$ cat src/rtl/rpn_token_ctrl.sv
// ASCII token controller for an RPN calculator: parses digits/operators
// from a UART byte stream, drives the RPN datapath, sends results as hex.
// Ports:
//   clk, rst_n             clock, async active-low reset
//   rx_data, rx_valid      received byte and one-cycle strobe
//   num_en, num            operand push strobe and value
//   op_en, op              operator strobe and code (ADD..POP)
//   res_value, res_ready   datapath result and strobe
//   tx_data, tx_valid      byte to transmitter, held until tx_ready
//   tx_ready               transmitter accept
//   err                    pulse on dropped byte or result timeout
module rpn_token_ctrl #(
  parameter int unsigned RES_TIMEOUT = 255
) (
  input  logic        clk,
  input  logic        rst_n,
  input  logic [7:0]  rx_data,
  input  logic        rx_valid,
  output logic        num_en,
  output logic [15:0] num,
  output logic        op_en,
  output logic [3:0]  op,
  input  logic [15:0] res_value,
  input  logic        res_ready,
  output logic [7:0]  tx_data,
  output logic        tx_valid,
  input  logic        tx_ready,
  output logic        err
);

  localparam int CW = $clog2(RES_TIMEOUT + 1);
  localparam logic [3:0] OP_ADD = 4'd0;
  localparam logic [3:0] OP_SUB = 4'd1;
  localparam logic [3:0] OP_MUL = 4'd2;
  localparam logic [3:0] OP_DIV = 4'd3;
  localparam logic [3:0] OP_POP = 4'd4;

  typedef enum logic [2:0] {
    IDLE, PUSH, OP, WAIT_RES, TX_HEX, TX_CR, TX_LF
  } state_t;

  state_t        state_q, state_d;
  logic [15:0]   acc_q, acc_d;
  logic          pend_q, pend_d;
  logic [3:0]    opl_q, opl_d;
  logic          opv_q, opv_d;
  logic [15:0]   num_q, num_d;
  logic [3:0]    op_q, op_d;
  logic [15:0]   res_q, res_d;
  logic [1:0]    idx_q, idx_d;
  logic [CW-1:0] cnt_q, cnt_d;

  logic          is_digit;
  logic          is_op;
  logic [3:0]    code;
  logic [15:0]   sh;
  logic [3:0]    nib;
  logic [7:0]    hex;

  assign is_digit = (rx_data >= 8'h30) && (rx_data <= 8'h39);

  always_comb begin
    is_op = 1'b1;
    code  = OP_POP;
    case (rx_data)
      8'h2B:        code = OP_ADD;
      8'h2D:        code = OP_SUB;
      8'h2A:        code = OP_MUL;
      8'h2F:        code = OP_DIV;
      8'h3D, 8'h0D: code = OP_POP;
      default:      is_op = 1'b0;
    endcase
  end

  // Most significant nibble first: shift the selected nibble to the top.
  assign sh  = res_q << {idx_q, 2'b00};
  assign nib = sh[15:12];
  assign hex = (nib < 4'd10) ? (8'h30 + {4'd0, nib})
                             : (8'h37 + {4'd0, nib});

  always_comb begin
    state_d  = state_q;
    acc_d    = acc_q;
    pend_d   = pend_q;
    opl_d    = opl_q;
    opv_d    = opv_q;
    num_d    = num_q;
    op_d     = op_q;
    res_d    = res_q;
    idx_d    = idx_q;
    cnt_d    = cnt_q;
    num_en   = 1'b0;
    num      = num_q;
    op_en    = 1'b0;
    op       = op_q;
    tx_valid = 1'b0;
    tx_data  = 8'h00;
    err      = 1'b0;

    unique case (state_q)
      IDLE: begin
        if (rx_valid) begin
          if (is_digit) begin
            acc_d  = {acc_q[12:0], 3'b000} + {acc_q[14:0], 1'b0}
                   + {12'd0, rx_data[3:0]};
            pend_d = 1'b1;
          end else if (rx_data == 8'h20) begin
            if (pend_q) state_d = PUSH;
          end else if (is_op) begin
            opl_d   = code;
            opv_d   = 1'b1;
            state_d = pend_q ? PUSH : OP;
          end
        end
      end
      PUSH: begin
        num_en  = 1'b1;
        num     = acc_q;
        num_d   = acc_q;
        acc_d   = 16'd0;
        pend_d  = 1'b0;
        state_d = opv_q ? OP : IDLE;
      end
      OP: begin
        op_en = 1'b1;
        op    = opl_q;
        op_d  = opl_q;
        opv_d = 1'b0;
        if (opl_q == OP_POP) begin
          // A zero-latency datapath may answer in the op_en cycle.
          if (res_ready) begin
            res_d   = res_value;
            idx_d   = 2'd0;
            state_d = TX_HEX;
          end else begin
            cnt_d   = '0;
            state_d = WAIT_RES;
          end
        end else begin
          state_d = IDLE;
        end
      end
      WAIT_RES: begin
        if (res_ready) begin
          res_d   = res_value;
          idx_d   = 2'd0;
          state_d = TX_HEX;
        end else if (cnt_q == CW'(RES_TIMEOUT - 1)) begin
          err     = 1'b1;
          cnt_d   = '0;
          state_d = IDLE;
        end else begin
          cnt_d = cnt_q + 1'b1;
        end
      end
      TX_HEX: begin
        tx_valid = 1'b1;
        tx_data  = hex;
        if (tx_ready) begin
          if (idx_q == 2'd3) state_d = TX_CR;
          else idx_d = idx_q + 2'd1;
        end
      end
      TX_CR: begin
        tx_valid = 1'b1;
        tx_data  = 8'h0D;
        if (tx_ready) state_d = TX_LF;
      end
      TX_LF: begin
        tx_valid = 1'b1;
        tx_data  = 8'h0A;
        if (tx_ready) state_d = IDLE;
      end
      default: state_d = IDLE;
    endcase

    // Bytes arriving while busy are dropped.
    if (rx_valid && (state_q != IDLE)) err = 1'b1;
  end

  always_ff @(posedge clk or negedge rst_n) begin
    if (!rst_n) begin
      state_q <= IDLE;
      acc_q   <= 16'd0;
      pend_q  <= 1'b0;
      opl_q   <= OP_POP;
      opv_q   <= 1'b0;
      num_q   <= 16'd0;
      op_q    <= 4'hF;
      res_q   <= 16'd0;
      idx_q   <= 2'd0;
      cnt_q   <= '0;
    end else begin
      state_q <= state_d;
      acc_q   <= acc_d;
      pend_q  <= pend_d;
      opl_q   <= opl_d;
      opv_q   <= opv_d;
      num_q   <= num_d;
      op_q    <= op_d;
      res_q   <= res_d;
      idx_q   <= idx_d;
      cnt_q   <= cnt_d;
    end
  end

endmodule

$ cat config.mk
export PLATFORM = sky130hd
export DESIGN_NAME = rpn_token_ctrl
export DESIGN_NICKNAME = d
export VERILOG_FILES = /design/src/rtl/rpn_token_ctrl.sv
export SDC_FILE = /design/constraint.sdc
export NUM_CORES = 1
export LEC_CHECK = 0
export BUFFER_PORTS_ARGS = -buffer_cell sky130_fd_sc_hd__buf_2
export CAP_MARGIN = 5
export CORE_UTILIZATION = 30
export DETAILED_ROUTE_END_ITERATION = 16
export GPL_ROUTABILITY_DRIVEN = 1
export SETUP_SLACK_MARGIN = 0.1
export SYNTH_ARGS = -nofsm -noshare
export SYNTH_HDL_FRONTEND = slang
export SYNTH_SLANG_ARGS = --single-unit
$ cat constraint.sdc
create_clock -name clk -period 4.7 [get_ports clk]
set_input_delay 0.47 -clock clk [delete_from_list [all_inputs] [get_ports clk]]
set_output_delay 0.47 -clock clk [all_outputs]
set_load 0.05 [all_outputs]
## Yosys cells after proc, flatten, opt, wreduce, memory -nomap -nowiden

Index checks and enable logic that the tools add are counted.

| word-level totals | value |
|---|---|
| register bits after elaboration | 71 |
| bits of input ports | 29 |
| output and inout bits | 32 |
| logic and storage cells | 124 |

| cells by class | value |
|---|---|
| $add $sub $neg | 6 |
| magnitude comparators | 3 |
| equal/unequal tests | 32 |
| shift-type cells | 1 |
| mux-type cells | 53 |
| bitwise operators | 2 |
| reduce and logical (&&, ||, !) cells | 17 |

Operators by type and width:

| kind | count |
|---|---|
| 2-to-1 mux 16 bit | 5 |
| case mux 16 bit (2 select lines) | 2 |
| == test 8 x 6 -> 1 bit, second input constant | 6 |
| 2-to-1 mux 3 bit | 13 |
| 2-to-1 mux 8 bit | 4 |
| != test 2 bit, second input constant | 13 |
| case mux 3 bit (7 select lines) | 1 |
| case mux 7 bit (3 select lines) | 1 |
| adder 16 bit | 1 |
| adder 16 x 4 -> 16 bit | 1 |
| case mux 8 bit (2 select lines) | 1 |
| left shift 16 x 4 -> 16 bit | 1 |
| adder 6 x 4 -> 7 bit, first input constant | 2 |
| 2-to-1 mux 1 bit | 14 |
| 2-to-1 mux 2 bit | 6 |
| case mux 3 bit (4 select lines) | 1 |
| AND reduction 5 bit | 2 |
| == test 3 bit, second input constant | 3 |
| != test 3 bit, second input constant | 3 |
| AND reduction 9 bit | 1 |
| adder 8 x 1 -> 8 bit, second input constant | 1 |
| == test 8 x 4 -> 1 bit, second input constant | 1 |
| == test 8 bit, second input constant | 1 |
| >= comparator 8 x 6 -> 1 bit, second input constant | 1 |
| other kinds (21) | 29 |

## Logic depth before layout (Yosys ltp)

| logic depth | value |
|---|---|
| depth in word-level cells | 8 |
| depth in mapped cells | 10 |
| depth with buffers taken out | 10 |

## Worst setup path after synthesis

Ideal clock, no wire load.

| path | value |
|---|---|
| kind | flip-flop to output port |
| from | reg idx_q[0] |
| to | out tx_data[6] |
| data arrival time | 2737 ps |
| required time | 4230 ps |
| setup slack | 1493 ps |
| stages on the path, launching flop included | 7 |
| path buffers | 1 |
| cell sequence | dfrtp_1 > buf_2 > mux4_2 > inv_1 > ha_1 > nor2b_1 > nor4_1 |

| between the ends | value |
|---|---|
| cells in the longest elaborated chain, start to end | 4 |
| elaborated cells on any way between the ends | 6 |
| classes of those cells | add/sub: 2; order compare: 1; shift: 1; mux: 2 |

Ends and longest elaborated chain:

| item | line | RTL |
|---|---|---|
| start, declared | 50 | `logic [1:0] idx_q, idx_d;` |
| start signal, assigned | 202 | `idx_q <= idx_d;` |
| left shift 16 x 4 -> 16 bit (*) | 76 | `assign sh = res_q << {idx_q, 2'b00};` |
| adder 6 x 4 -> 7 bit (tied with other cells) | 79 | `: (8'h37 + {4'd0, nib});` |
| 2-to-1 mux 7 bit (*) | 78 | `assign hex = (nib < 4'd10) ? (8'h30 + {4'd0, nib})` |
| case mux 7 bit (3 select lines) (*) | 100 | `unique case (state_q)` |
| end, declared | 25 | `output logic [7:0] tx_data,` |

Mark *: on every way between the ends. The rest lies on a longest branch, timed or not.

## Worst setup path after layout

| path | value |
|---|---|
| from | reg state_q[0] |
| to | out num[15] |

| between the ends | value |
|---|---|
| cells in the longest elaborated chain, start to end | 2 |

Ends and longest elaborated chain:

| item | line | RTL |
|---|---|---|
| start, declared | 42 | `state_t state_q, state_d;` |
| start signal, assigned | 194 | `state_q <= state_d;` |
| == test 3 x 1 -> 1 bit | 100 |  |
| 2-to-1 mux 16 bit | - |  |
| end, declared | 20 | `output logic [15:0] num,` |

Every way passes these cells.

==> flow_metrics.env <==
export IMPL_place_congestion=0.800
export IMPL_diodes=0
export IMPL_clock_power_share_pct=21.3
export IMPL_first_pass_iters=4
export IMPL_cap_viol_max_count=0
export IMPL_place_area_sq_um=4590
export IMPL_dpl_hpwl_microns=6850
export IMPL_fmax_ghz=0.330
export IMPL_final_area_sq_um=4910
export IMPL_p_int_uw=1870
export IMPL_min_period_ns=3.03
export IMPL_final_nets=549
export IMPL_antenna_found_initial=0
export IMPL_crit_arrival_ns=2.56
export IMPL_clk_latency_ns=0.33
export IMPL_synth_edff_count=0
export IMPL_vdd_drop_max_uv=195
export IMPL_p_per_area_nw_per_um2=698
export IMPL_fillers=1330
export IMPL_setup_viol=0
export IMPL_p_switching_uw=1560
export IMPL_end_kind="primary output"
export IMPL_tightest_slew_ns=1.02
export IMPL_synthFlopType="dfrtp_1"
export IMPL_synth_area_per_cell_sq_um=9.55
export IMPL_cts_buffers=9
export IMPL_grt_usage_pct=13.9
export IMPL_ys_seq_elements=70
export IMPL_regArea_sq_um=1760
export IMPL_r2r_cells=10
export IMPL_place_inst=653
export IMPL_cp_data_required_time_ns=4.23
export IMPL_critPathMaxFanout=24
export IMPL_area_growth_pct=18.8
export IMPL_cts_hold_buf=0
export IMPL_layout_commonest_cell="nand2_1"
export IMPL_worstSetupStartpointType="flop"
export IMPL_hp_class="in -> async"
export IMPL_p_leak_uw=0.00241
export IMPL_post_drt_wl_per_cell_microns=13.9
export IMPL_power_uw=3430
export IMPL_slew_headroom_pct=31.7
export IMPL_status="complete, no violations"
export IMPL_combPwrFrac_pct=50.2
export IMPL_clk_path_buf_depth=2
export IMPL_vias=3329
export IMPL_fp_dieW_microns=119
export IMPL_grt_pass1_wl_microns=16000
export IMPL_yosysSeqAreaShare_pct=42.5
export IMPL_rrSetupSlack_ns=1.79
export IMPL_routed_wl_microns=9300
export IMPL_cts_root_buf="clkbuf_16"
export IMPL_syn_inst=433
export IMPL_tns_ns=0
export IMPL_setup_ws_ns=1.67
export IMPL_initialDrtViolationCount=249
export IMPL_ys_types=57
export IMPL_die_h_microns=119
export IMPL_post_cts_buffers=0
export IMPL_seqPwrFrac_pct=28.5
export IMPL_htreeDepth=3
export IMPL_netlist_area_sq_um=4140
export IMPL_finalMaxSlewViolations=0
export IMPL_ys_async_sr_fraction_pct=100
export IMPL_core_area_sq_um=13300
export IMPL_skew_ns=0.00596
export IMPL_start_util_pct=31.0
export IMPL_critPathKind="reg -> out"
export IMPL_rsz0062_at_grt="no"
export IMPL_via_per_inst=4.98
export IMPL_clk_transition_reported_paths_ns=0.06
export IMPL_hold_viol_final=0
export IMPL_io_pins=61
export IMPL_yosysWarnings=0
export IMPL_grt_max_degree=71
export IMPL_stdcell_count=669
export IMPL_cts_num_sinks=70
export IMPL_finalCritPeriodShare_pct=64.5
export IMPL_drcViolationCount=0
export IMPL_synth_nets=494
export IMPL_dp_slack_ns=1.49
export IMPL_placement_rows=42
export IMPL_ant_nets=0
export IMPL_tritoncts="built"
export IMPL_r2r_start="acc_q[0]"
export IMPL_swShare_pct=45.4
export IMPL_cts_resized=0
export IMPL_layout_drive_gt1_share_pct=23.3
export IMPL_design_die_area_sq_um=14300
export IMPL_place_port_buffers=59
export IMPL_grt_overflow=0
export IMPL_grt_pass1_vias=3375
export IMPL_multi_input_area_sq_um=2260
export IMPL_r2r_end="acc_q[14]"
export IMPL_final_cell_mix="nand2_1, dfrtp_1, buf_2, nor2_1, ha_1"
-- worst max-delay path by stage --
| stage | startpoint | endpoint | slack, ns |
|---|---|---|---|
| floorplan | idx_q[0] | tx_data[6] | 1.49 |
| global placement | rx_data[3] | acc_q[14] | 1.60 |
| detailed placement | rx_data[3] | acc_q[14] | 1.49 |
| global route | state_q[0] | num[15] | 1.46 |
| finish | state_q[0] | num[15] | 1.67 |
| CTS | state_q[0] | num[15] | 1.65 |
-- area by class of cell --
class	count	area share [%]
Inverter	12	0.916
Multi-Input combinational cell	334	46.0
Tap cell	176	4.48
Timing Repair Buffer	61	6.31
Clock buffer	9	4.58
Clock inverter	7	1.96
Sequential cell	70	35.8
-- cell families (layout without fill, tap and decap cells) --
group / count (synthesis) / in the layout / share of synthesized area (%)
AND/OR/NAND/NOR: 172 / 172 / 19.1
other: 1 / 1 / 0.0907
flip-flops: 70 / 70 / 42.5
adder cells (fa/ha/maj): 32 / 32 / 10.0
multiplexers: 26 / 26 / 8.08
AO/OA/AOI/OAI: 84 / 84 / 13.1
XOR/XNOR: 19 / 19 / 4.02
buffers and inverters: 29 / 89 / 3.02
-- power groups by stage --
stage / Sequential (uW) / Clock [uW] / Combinational [uW]
final: 977 / 732 / 1720
after global routing: 1010 / 773 / 1910
after CTS: 977 / 749 / 1730
after detailed placement: 987 / 0 / 1720
after global placement: 978 / 0 / 1680
after floorplan: 901 / 0 / 1410
-- layer usage --
layer	part of all wire [%]	GRT usage, %
met1	43	16.0
met2	52	24.9
met3	3.7	3.02
met4	1.6	6.09
met5	0	0
-- flip-flops by register name, indices dropped and copies added (netlist names) --
| register | flops |
|---|---|
| op_q | 4 |
| acc_q | 16 |
| opl_q | 3 |
| opv_q | 1 |
| idx_q | 2 |
| res_q | 16 |
| num_q | 16 |
| state_q | 3 |
| pend_q | 1 |
| cnt_q | 8 |
-- Yosys cell counts, types with 4 or more instances --
cell	n	area, sq um
xnor2_1	11	96.3
mux2_2	19	214
nand4_1	4	25.0
mux4_2	4	90.1
ha_1	30	375
o31ai_1	8	60.1
inv_1	12	45.0
xor2_1	8	70.1
a21oi_1	18	90.1
dfrtp_1	65	1630
clkbuf_1	11	41.3
nand3_1	11	55.1
o211ai_1	5	37.5
nand2_1	90	338
dfstp_2	5	131
buf_2	4	20.0
or3_1	6	37.5
o21ai_0	22	110
a211oi_1	5	37.5
nor3_1	5	25.0
nor2_1	31	116
-- worst max-delay path, stage by stage (launching register included) --
cell	delay [ns]
dfrtp_1	0.75
nand2_1	0.11
buf_4	0.25
inv_1	0.55
nand2_1	0.18
nand2_1	0.12
buf_2	0.27
-- per-stage QoR --
step	util, %	hold WS (ns)
floorplan	-	0.174
global placement	34.4	0.451
detailed placement	34.4	0.457
CTS	36.8	0.358
global route	36.8	0.364
finish	36.8	0.349
Power figures use the tool's default switching activity.
